==> src/rtl/mem_port_arbiter_pkg.sv <==
// Shared types and constants for the memory-port arbiter.
// Package name is mem_arb_pkg; imported by mem_port_arbiter.
package mem_arb_pkg;

  // Ownership state of the shared memory port
  typedef enum logic [1:0] {
    IDLE  = 2'd0,
    GNT_I = 2'd1,
    GNT_D = 2'd2
  } arb_state_e;

  // mem_sel encodings: which requester currently owns the port
  localparam logic SEL_I = 1'b0;
  localparam logic SEL_D = 1'b1;

endpackage

==> src/rtl/Nbit_Mux.sv <==
// Generic n-bit 2:1 multiplexer used for address steering.
module Nbit_Mux #(
  parameter int n = 32
) (
  input  logic         sel,
  input  logic [n-1:0] in0,
  input  logic [n-1:0] in1,
  output logic [n-1:0] out
);

  assign out = sel ? in1 : in0;

endmodule

==> src/rtl/mem_port_arbiter.sv <==
// Two-requester arbiter/sequencer for the single shared memory port.
// Fetch (I) and load/store (D) requesters; D wins out of IDLE, and the
// requester just served is skipped in its completion cycle so that the
// two alternate under contention with no bubble between grants.
// Optional build macro ARB_TIMEOUT_EN adds a grant wait-timeout that
// pulses arb_err and abandons the access; without it arb_err is 0 and a
// grant waits for mem_ready indefinitely.
module mem_port_arbiter
  import mem_arb_pkg::*;
#(
  parameter int ADDR_W  = 32,
  parameter int DATA_W  = 32,
  parameter int TIMEOUT = 16
) (
  input  logic              clk,
  input  logic              rst_n,
  input  logic              i_req,
  input  logic [ADDR_W-1:0] i_addr,
  output logic              i_ready,
  output logic [DATA_W-1:0] i_rdata,
  input  logic              d_req,
  input  logic              d_we,
  input  logic [ADDR_W-1:0] d_addr,
  input  logic [DATA_W-1:0] d_wdata,
  output logic              d_ready,
  output logic [DATA_W-1:0] d_rdata,
  output logic              mem_req,
  output logic              mem_sel,
  output logic [ADDR_W-1:0] mem_addr,
  output logic              mem_we,
  output logic [DATA_W-1:0] mem_wdata,
  input  logic              mem_ready,
  input  logic [DATA_W-1:0] mem_rdata,
  output logic              arb_err
);

  arb_state_e        state;
  arb_state_e        state_nxt;
  logic              sel_q;
  logic              granted;
  logic              timeout;
  logic [ADDR_W-1:0] addr_mux;

  assign granted = (state != IDLE);

`ifdef ARB_TIMEOUT_EN
  localparam int CNT_W = (TIMEOUT > 1) ? $clog2(TIMEOUT) : 1;

  logic [CNT_W-1:0] wait_cnt;

  // Wait counter: restarts whenever the grant changes, counts stalled grant cycles
  always_ff @(posedge clk or negedge rst_n) begin
    if (!rst_n) begin
      wait_cnt <= '0;
    end else if (state_nxt != state) begin
      wait_cnt <= '0;
    end else if (granted && !mem_ready) begin
      wait_cnt <= wait_cnt + 1'b1;
    end
  end

  assign timeout = granted && !mem_ready && (wait_cnt == CNT_W'(TIMEOUT - 1));
`else
  assign timeout = 1'b0;
`endif

  // Next-state: D priority from IDLE, hand over to the other requester on completion
  always_comb begin
    state_nxt = state;
    case (state)
      IDLE: begin
        if (d_req)      state_nxt = GNT_D;
        else if (i_req) state_nxt = GNT_I;
      end
      GNT_I: begin
        if (timeout)        state_nxt = IDLE;
        else if (mem_ready) state_nxt = d_req ? GNT_D : IDLE;
      end
      GNT_D: begin
        if (timeout)        state_nxt = IDLE;
        else if (mem_ready) state_nxt = i_req ? GNT_I : IDLE;
      end
      default: state_nxt = IDLE;
    endcase
  end

  // State register; reset abandons any in-flight access
  always_ff @(posedge clk or negedge rst_n) begin
    if (!rst_n) state <= IDLE;
    else        state <= state_nxt;
  end

  // Select register: only moves when a new grant is taken, holds through IDLE
  always_ff @(posedge clk or negedge rst_n) begin
    if (!rst_n)                  sel_q <= SEL_I;
    else if (state_nxt == GNT_I) sel_q <= SEL_I;
    else if (state_nxt == GNT_D) sel_q <= SEL_D;
  end

  Nbit_Mux #(
    .n (ADDR_W)
  ) u_addr_mux (
    .sel (sel_q),
    .in0 (i_addr),
    .in1 (d_addr),
    .out (addr_mux)
  );

  // Memory-side outputs are zeroed while no one owns the port
  assign mem_req   = granted;
  assign mem_sel   = sel_q;
  assign mem_addr  = granted ? addr_mux : '0;
  assign mem_we    = (state == GNT_D) && d_we;
  assign mem_wdata = granted ? d_wdata : '0;

  // Completion pulses; a timed-out grant never has mem_ready, so no pulse
  assign i_ready = (state == GNT_I) && mem_ready;
  assign d_ready = (state == GNT_D) && mem_ready;
  assign i_rdata = mem_rdata;
  assign d_rdata = mem_rdata;
  assign arb_err = timeout;

endmodule

==> config.mk <==
export PLATFORM = sky130hd
export DESIGN_NAME = mem_port_arbiter
export DESIGN_NICKNAME = d
export VERILOG_FILES = /design/src/rtl/mem_port_arbiter_pkg.sv /design/src/rtl/Nbit_Mux.sv /design/src/rtl/mem_port_arbiter.sv
export SDC_FILE = /design/constraint.sdc
export NUM_CORES = 1
export LEC_CHECK = 0
export CORE_AREA = 2 2 104 106
export CTS_BUF_LIST = sky130_fd_sc_hd__clkbuf_8
export DETAILED_ROUTE_END_ITERATION = 16
export DIE_AREA = 0 0 106 108
export SETUP_SLACK_MARGIN = 0.3
export SYNTH_ARGS = -nofsm -noshare
export SYNTH_HDL_FRONTEND = slang
export SYNTH_SLANG_ARGS = --single-unit
export TNS_END_PERCENT = 50
==> constraint.sdc <==
create_clock -name clk -period 4.8 [get_ports clk]
set_input_delay 0.96 -clock clk [delete_from_list [all_inputs] [get_ports clk]]
set_output_delay 0.96 -clock clk [all_outputs]
set_load 0.02 [all_outputs]
* Word-level counts from Yosys, hierarchy flattened
Index checks and enable logic that the tools add are counted.
** Operators by class
- Multiplexer cells :: 12
- Equality and inequality tests :: 4
- Reductions and logical operators :: 6
** Operators with widths (number)
- 32-bit two-way mux :: 3
- 2-bit two-way mux :: 5
- 2-bit case mux with 3 select lines :: 1
- 2-bit by 1-bit == test with 1-bit output, second input constant :: 2
- 2-bit == test, second input constant :: 2
- 2-bit nonzero test :: 2
- 1-bit logical AND :: 3
- 1-bit two-way mux :: 3
- 2-bit logical NOT :: 1
** Storage, ports and cells
- Word-level logic and storage cells :: 24
- Bits of input ports :: 134
- Output and inout bits :: 134
- Flip-flop bits (word level) :: 3

* Logic depth before layout (Yosys ltp)
Gate-level depths: netlist of run 1.
- Depth after elaboration :: 6
- Mapped depth :: 5
- Mapped depth without buffers :: 4

* Hierarchy
A second synthesis of run 1 with hierarchy kept.
** Second synthesis, totals
- Cell total of the unflattened synthesis :: 193
- Area total of the unflattened synthesis :: 1674.1 µm²
** Modules (own cells, without submodules)
- mem_port_arbiter :: area each 1129.8 µm², cells each 157, instances 1
- Nbit_Mux :: area each 544.3 µm², cells each 36, instances 1

* Worst setup path after synthesis of run 1
No wires, ideal clock.
- Path type :: input to output
- Start point :: in mem_ready
- End point :: out d_ready
- Arrival :: 1.312 ns
- Buffers on the path :: 0
- Slack :: 2.528 ns
- Stages :: 2
- Cells stage by stage :: nand2_1 > nor2_1
** Between the ends
- Word-level cells in the longest chain between the ends :: 1
** RTL lines
- start: declaration :: RTL line mem_port_arbiter.sv:32 : input logic mem_ready,
- 1-bit logical AND :: RTL line mem_port_arbiter.sv:118 : assign d_ready = (state == GNT_D) && mem_ready;
- end: declaration :: RTL line mem_port_arbiter.sv:25 : output logic d_ready,
Every way passes these cells.

* Final worst setup path of run 1
- Start point :: reg state[1]
- End point :: out mem_wdata[7]
** Between the ends
- Word-level cells in the longest chain between the ends :: 2
** RTL lines
- start: declaration :: RTL line mem_port_arbiter.sv:37 : arb_state_e state;
- start signal: assignment :: RTL line mem_port_arbiter.sv:90 : else state <= state_nxt;
- 2-bit nonzero test :: RTL line mem_port_arbiter.sv:44 : assign granted = (state != IDLE);
- 32-bit two-way mux :: RTL line mem_port_arbiter.sv:114 : assign mem_wdata = granted ? d_wdata : '0;
- end: declaration :: RTL line mem_port_arbiter.sv:31 : output logic [DATA_W-1:0] mem_wdata,
Every way passes these cells.

==> results of run 1 <==
## stage by stage
step / hold slack, ns / setup WS, ns / power [mW]
global route: 0.806 / 1.23 / 1.34
CTS: 0.752 / 1.40 / 1.28
finish: 0.763 / 1.44 / 1.26
global placement: 0.728 / 1.56 / 1.19
floorplan: 0.599 / 2.53 / 0.763
detailed placement: 0.742 / 1.51 / 1.20
## power by group through the flow
stage | combinational (mW) | sequential, mW | clock, mW
finish | 1.07 | 0.117 | 0.0709
global route | 1.14 | 0.126 | 0.0752
floorplan | 0.715 | 0.0480 | 0
detailed placement | 1.08 | 0.122 | 0
global placement | 1.08 | 0.119 | 0
CTS | 1.09 | 0.121 | 0.0731
## metal layers
metal / global-route usage (%) / vias to the layer above / routed length (um)
met5: 0 / - / 0
met4: 4.23 / 0 / 165
met3: 2.17 / 22 / 536
met2: 14.4 / 98 / 2550
met1: 7.71 / 643 / 1610
li1: - / 740 / -
## worst max-delay path, stage by stage, from the launching register on
cell             delay [ns]
dfrtp_1                0.48
nor2_4                 0.59
buf_4                  0.44
nor2b_1                0.10
clkdlybuf4s50_1        0.55
## final timing paths
| path | endpoint | cells after the start | slack, ns |
|---|---|---|---|
| worst max-delay path | mem_wdata[7] | 4 | 1.44 |
| worst min-delay path | state[0] | 1 | 0.76 |
| worst max register to register | mem_sel | 4 | 3.11 |
| worst min register to register | state[0] | 1 | 0.76 |
| max in group asynchronous | mem_sel | 1 | 3.71 |
| min in group asynchronous | mem_sel | 1 | 0.93 |
## Yosys cell counts
| cell type | instances |
|---|---|
| nand2_1 | 2 |
| nand4b_1 | 1 |
| conb_1 | 1 |
| and3b_1 | 1 |
| mux2i_1 | 33 |
| nor2b_1 | 32 |
| buf_4 | 66 |
| inv_1 | 2 |
| nor2_1 | 35 |
| or4b_1 | 1 |
| nand2b_1 | 1 |
| clkbuf_4 | 2 |
| dfrtp_1 | 3 |
| o211a_1 | 1 |
| o211ai_1 | 2 |
| buf_2 | 8 |
| buf_6 | 1 |
| ha_1 | 1 |
## layout make-up
type / instances / area [sq um] / area share (%)
Timing Repair Buffer: 171 / 1710 / 61.9
Multi-Input combinational cell: 111 / 752 / 27.2
Tap cell: 136 / 170 / 6.16
Sequential cell: 3 / 76.3 / 2.77
Clock buffer: 3 / 41.3 / 1.50
Inverter: 2 / 7.51 / 0.272
Clock inverter: 1 / 3.75 / 0.136
## sequential cells by signal, summed over array words and instances, names as in the netlist
register and count:
mem_sel 1, state 2
## cells by family after synthesis
| kind of cell | share of synthesized area [%] |
|---|---|
| buffers and inverters | 41.0 |
| flip-flops | 5.41 |
| AO/OA/AOI/OAI | 1.80 |
| adder cells (fa/ha/maj) | 0.901 |
| AND/OR/NAND/NOR | 26.8 |
| other | 0.270 |
| multiplexers | 23.8 |
==> flow_summary.toml, run 1 <==
[critical_path]
critical_path.max_fanout = 35
worstPathArrival_ns = 2.40
startpoint = "state[1]"
crit_type = "reg -> out"
end_kind = "output port"
r2r-start = "state[1]"
crit_path_start_kind = "flip-flop"
crit_required_ns = 3.84

[timing]
setup_violations = 0
min_period_ns = 3.36
slew_headroom_pct = 36.7
max_freq_mhz = 297
fin_setup_tns_ns = 0
skew_ns = 0.00199
post-route-period-util_pct = 70.0
rsz0062_at_grt = "no"
slew_viol_final = 0
tightestPinTransition_ns = 0.949
hold_viol_final = 0

[place]
placed_cells = 423
placed_cell_area_sq_mm = 0.00272
portBuffers = 170
hpwl_um = 4110
routabilityCongestion = 0.633

[finish]
fin_util_pct = 27.0
postLayoutCellArea_sq_mm = 0.00276
drive_gt1_share_pct = 2.06
layout-area-overhead-vs-synth_pct = 98.7
mostFrequentLayoutCells = "170 x clkdlybuf4s50_1, 34 x nor2_1, 33 x mux2i_1"
instances_no_fill = 427
fill_cells = 1110
mostFrequentLayoutCell = "clkdlybuf4s50_1"
antennaDiodeCount = 0
nets = 427

[floorplan]
die_w_um = 106
die-area_sq_mm = 0.0114
fp.coreArea_sq_mm = 0.0102
boundaryPins = 268
die_h_um = 108
initial_utilization_pct = 13.6
row_count = 37

[detailed_routing]
post_drt_via_cell_ratio = 3.52
route.detailed.drc = 0
first_pass_iters = 4
drt-initial-drc-count = 25
routed_wl_um = 4860
antenna_left = 0
vias = 1503
wire_per_inst_um = 11.4

[global_route]
antenna_found_initial = 0
grt_max_degree = 36
grt_pass1_wl_um = 7180
grt_pass1_vias = 1465
grt-ovfl-total = 0
grtUsageTotal_pct = 7.70

[yosys]
synth_top_area_share_pct = 35.7
synth_area_leader_cell = "buf_4"
yosysWarnings = 0
synth_nets = 328
avgSynthCellArea_sq_um = 7.20
ys_seq_area_share_pct = 5.41
ys_top_cells_by_area = "buf_4 36%, mux2i_1 24%, nor2b_1 14%, nor2_1 9.5%, dfrtp_1 5.4%"
synth.distinct_cells = 18
ys_seq_elements = 3
syn_area_sq_mm = 0.00139
syn_inst = 193

[run]
cap_violations = 0

[clock_tree]
cts_tree = "done"
clkTransAtPathRegs_ns = 0.03
post_cts_buffers = 0
cts_hold_buf = 0
cts-buffers-inserted = 3
clockBufferDepth = 2
cts.sinks = 3
cts_resized = 0
cts_root_buffer = "clkbuf_8"
htreeDepth = 1
clk_latency_ns = 0.22

[pwr]
irDropWorstVdd_v = 0.000226
p_leak_nw = 1.21
powerDensity_mw_per_mm2 = 456
clkPwrFrac_pct = 5.6
seqPwrFrac_pct = 9.3
p_int_uw = 648
swShare_pct = 48.5
p_sw_uw = 611
combPwrFrac_pct = 85.1

[worst_hold_path]
min_from = "state[1]"
hp-class = "reg -> reg"

[outcome]
status = "complete, no violations"
No activity file was read; power rests on OpenSTA's default activity.
==> run 2: changes to the inputs <==
Settings changed: CORE_AREA 2 2 104 106 to 2 2 105 107, DIE_AREA 0 0 106 108 to 0 0 107 109.
Clock period 4.8 ns to 2.75 ns, I/O delays scaled along.
==> run 2 against run 1 <==
  * Via count fell by 0.20%
  * Non-clock buffer count rose by 2
  * Critical endpoint is now mem_addr[14]
  * Die area rose by 1.9%
  * Sequential share of layout area barely moved
  * Sequential power fell by 16%
  * Critical path depth did not move
==> flow_summary.toml, run 2 (synthesis results as in run 1) <==
[floorplan]
die_h_um = 109
fp.coreArea_sq_mm = 0.0106
boundaryPins = 268
initial_utilization_pct = 13.1
row_count = 38
die_w_um = 107
die-area_sq_mm = 0.0117

[worst_hold_path]
hp-class = "in -> async"

[clock_tree]
cts_tree = "done"
cts_root_buffer = "clkbuf_8"
cts_hold_buf = 0
htreeDepth = 1
clkTransAtPathRegs_ns = 0.03
clockBufferDepth = 2
clk_latency_ns = 0.21
cts-buffers-inserted = 3
cts.sinks = 3

[outcome]
status = "complete, no violations"

[finish]
mostFrequentLayoutCells = "169 x clkdlybuf4s50_1, 34 x nor2_1, 33 x mux2i_1"
regMostFlops = "state"
nets = 429
largest_reg_flops = 2
fill_cells = 1141
layout-area-overhead-vs-synth_pct = 102
postLayoutCellArea_sq_mm = 0.00280
antennaDiodeCount = 0
drive_gt1_share_pct = 3.07
mostFrequentLayoutCell = "clkdlybuf4s50_1"

[global_route]
grtUsageTotal_pct = 7.49
grt-ovfl-total = 0
grt_pass1_vias = 1446
grt_max_degree = 38
antenna_found_initial = 0
grt_pass1_wl_um = 7090

[critical_path]
worstPathArrival_ns = 1.83
timing.rr.end = "mem_sel"
end_kind = "output port"
ff2ff_setup_slack_ns = 1.07
critical_path.max_fanout = 1
r2r-start = "state[1]"
crit_required_ns = 2.20
ff2ff_path_depth = 4
crit_type = "in -> out"
startpoint = "d_addr[14]"
crit_path_start_kind = "input port"
crit_end = "mem_addr[14]"

[place]
placed_cell_area_sq_mm = 0.00275
hpwl_um = 4160
portBuffers = 170
routabilityCongestion = 0.666

[timing]
rsz0062_at_grt = "no"
fin_setup_tns_ns = 0
hold_viol_final = 0
min_period_ns = 2.38
setup_violations = 0
max_freq_mhz = 421
post-route-period-util_pct = 86.4
skew_ns = 0.000605
slew_viol_final = 0

[detailed_routing]
drt-initial-drc-count = 23
post_drt_via_cell_ratio = 3.46
routed_wl_um = 5010
route.detailed.drc = 0
first_pass_iters = 4
antenna_left = 0
wire_per_inst_um = 11.6
vias = 1500

[pwr]
powerDensity_mw_per_mm2 = 805
p_leak_nw = 1.25
irDropWorstVdd_v = 0.000249

[run]
cap_violations = 0
## run 2: cell types whose count changed in the layout (fill, tap and decap cells not counted), sizes merged
cell	previous run	this run
buf	1	3
clkdlybuf4s50	170	169
dlymetal6s2s	0	1
## run 2: what timing repair did
item | CTS | global route
resized for setup | 1 | 2
endpoints found under the hold margin | 0 | 0
endpoints found under the setup margin | 1 | 5
buffers inserted | 0 | 0
## run 2: metrics by stage
stage	instances	hold slack [ns]	total power [mW]	worst slack (ns)	util, %
after detailed placement	429	0.733	2.15	0.307	25.9
after CTS	433	0.521	2.29	0.302	26.4
after global placement	429	0.737	2.14	0.326	25.9
after floorplan	193	0.254	1.33	0.953	-
after global routing	433	0.528	2.41	0.310	26.4
final	433	0.522	2.25	0.374	26.4
## run 2: critical path, cell delays in order
cell and delay [ns]:
clkdlybuf4s50_1 0.45, mux2i_1 0.08, nor2_1 0.13, clkdlybuf4s50_1 0.62
## run 2: final cells by class
cell class / count / area, sq um / share of cell area [%]
inverters: 2 / 7.51 / 0.268
clock inverters: 1 / 3.75 / 0.134
well taps: 140 / 175 / 6.26
multi-input cells: 111 / 752 / 26.9
clock buffers: 3 / 41.3 / 1.47
repair buffers: 173 / 1740 / 62.2
flip-flops and latches: 3 / 77.6 / 2.77
## run 2: worst min-delay path by stage
stage                     depth (start not counted)       end  slack [ns]     start
after floorplan                                   0   mem_sel        0.25     rst_n
after global placement                            1  state[0]        0.74     rst_n
after detailed placement                          1  state[1]        0.73  state[1]
after CTS                                         1   mem_sel        0.52     rst_n
after global routing                              1   mem_sel        0.53     rst_n
final                                             1   mem_sel        0.52     rst_n
## run 2: power breakdown
part | total, mW | switching (mW) | internal, mW
combinational | 2.03 | 1.03 | 1.01
clock | 0.123 | 0.0279 | 0.0949
sequential | 0.0988 | 0.0333 | 0.0655
total | 2.25 | 1.09 | 1.17
## run 2: routing by layer
metal | vias to the layer above | part of all wire (%) | global-route usage (%) | routed length (um)
met5 | - | 0 | 0 | 0
met1 | 659 | 35 | 8.16 | 1770
met2 | 92 | 53 | 13.9 | 2650
met3 | 6 | 11 | 2.81 | 570
li1 | 743 | - | - | -
met4 | 0 | 0.42 | 1.58 | 21
==> run 3: changes to the inputs <==
Settings changed: TNS_END_PERCENT 50 to 10.
==> run 3 against run 2 <==
  * Worst setup slack unchanged
  * Core utilization about the same
  * Sequential share of layout area about the same
  * Maximum frequency unchanged
  * Clock power about the same
  * Register-to-register slack worse by 0.04 ns
  * Clock skew about the same
  * Sequential power down 1%
  * Largest cell class unchanged
==> flow_summary.toml, run 3 (synthesis results as in run 1) <==
[outcome]
status = "complete, no violations"

[place]
hpwl_um = 4160
routabilityCongestion = 0.666
portBuffers = 170
dp_worst_setup_slack_ns = 0.307

[clock_tree]
clk_latency_ns = 0.21
htreeDepth = 1
cts-buffers-inserted = 3
cts_root_buffer = "clkbuf_8"
cts_tree = "done"
cts_hold_buf = 0
clockBufferDepth = 2
clkTransAtPathRegs_ns = 0.03
post_cts_buffers = 0
cts.sinks = 3
cts_resized = 1

[critical_path]
worstPathArrival_ns = 1.83
crit_end = "mem_addr[14]"
ff2ff_path_depth = 4
timing.rr.end = "mem_sel"
r2r-start = "state[1]"
crit_type = "in -> out"
crit_path_start_kind = "input port"
critical_path.max_fanout = 1
startpoint = "d_addr[14]"
crit_required_ns = 2.20
ff2ff_setup_slack_ns = 1.03
end_kind = "output port"

[global_route]
grt-busiest-layer = "met2"
grtUsageMet1_pct = 8.16
grt_pass1_wl_um = 7090
grt.met2_usage_pct = 13.9
grtUsageTotal_pct = 7.49
grt_pass1_vias = 1446
grt-ovfl-total = 0
grt_max_degree = 38
antenna_found_initial = 0
grt_use_met3_pct = 2.81

[detailed_routing]
first_pass_iters = 4
wire_per_inst_um = 11.6
vias = 1500
routed_wl_um = 5010
post_drt_via_cell_ratio = 3.46
antenna_left = 0
drt-initial-drc-count = 23
route.detailed.drc = 0

[finish]
drive_gt1_share_pct = 2.73
nets = 429
largest_reg_flops = 2
mostFrequentLayoutCell = "clkdlybuf4s50_1"
mostFrequentLayoutCells = "169 x clkdlybuf4s50_1, 34 x nor2_1, 33 x mux2i_1"
layout-area-overhead-vs-synth_pct = 102
antennaDiodeCount = 0
regMostFlops = "state"
fill_cells = 1141

[floorplan]
die-area_sq_mm = 0.0117
fp.coreArea_sq_mm = 0.0106
boundaryPins = 268
row_count = 38
initial_utilization_pct = 13.1
die_h_um = 109
die_w_um = 107

[timing]
fin_setup_tns_ns = 0
min_period_ns = 2.38
rsz0062_at_grt = "yes"
max_freq_mhz = 421
layout_setup_ws_ns = 0.374
skew_ns = 0.000603
post-route-period-util_pct = 86.4
setup_violations = 0
slew_viol_final = 0
hold_viol_final = 0

[pwr]
irDropWorstVdd_v = 0.000249
powerDensity_mw_per_mm2 = 804
p_leak_nw = 1.25

[worst_hold_path]
hp-class = "in -> async"

[run]
cap_violations = 0
run 3: cell count changes in the layout (fill, tap and decap cells not counted):
cell     change
dfrtp_1      +1
dfrtp_2      -1
run 3: final cells by class:
class                   count  area (sq um)  share of cell area (%)
clock buffers               3          41.3                    1.48
inverters                   2          7.51                   0.268
flip-flops and latches      3          76.3                    2.73
multi-input cells         111           752                    26.9
repair buffers            173          1740                    62.3
well taps                 140           175                    6.26
clock inverters             1          3.75                   0.134
run 3: per-layer routing:
metal / up-vias / share of wire, %
met1: 659 / 35
met2: 92 / 53
met4: 0 / 0.42
met3: 6 / 11
li1: 743 / -
met5: - / 0
run 3: power breakdown:
| group | internal (mW) | leakage, nW | switching, mW |
|---|---|---|---|
| Sequential | 0.0641 | 0.0336 | 0.0333 |
| Combinational | 1.01 | 1.19 | 1.03 |
| Clock | 0.0949 | 0.0269 | 0.0279 |
| Total | 1.16 | 1.25 | 1.09 |
run 3: per-stage QoR:
step                      std cells  total power, mW  hold slack [ns]  instance area (sq um)  utilization (%)
final                           433             2.25            0.522                   2800             26.4
after CTS                       433             2.29            0.521                   2800             26.4
after floorplan                 193             1.33            0.254                   1390                -
after detailed placement        429             2.15            0.733                   2750             25.9
after global routing            433             2.41            0.528                   2800             26.4
after global placement          429             2.14            0.737                   2750             25.9
run 3: worst max-delay path, stage by stage:
cell	delay (ns)
clkdlybuf4s50_1	0.45
mux2i_1	0.08
nor2_1	0.13
clkdlybuf4s50_1	0.62
run 3: worst min-delay path by stage:
stage	startpoint	endpoint	slack (ns)	depth (start not counted)
2_1_floorplan	rst_n	mem_sel	0.25	0
3_3_place_gp	rst_n	state[0]	0.74	1
3_5_place_dp	state[1]	state[1]	0.73	1
4_1_cts	rst_n	mem_sel	0.52	1
5_1_grt	rst_n	state[0]	0.53	1
6_report	rst_n	mem_sel	0.52	1
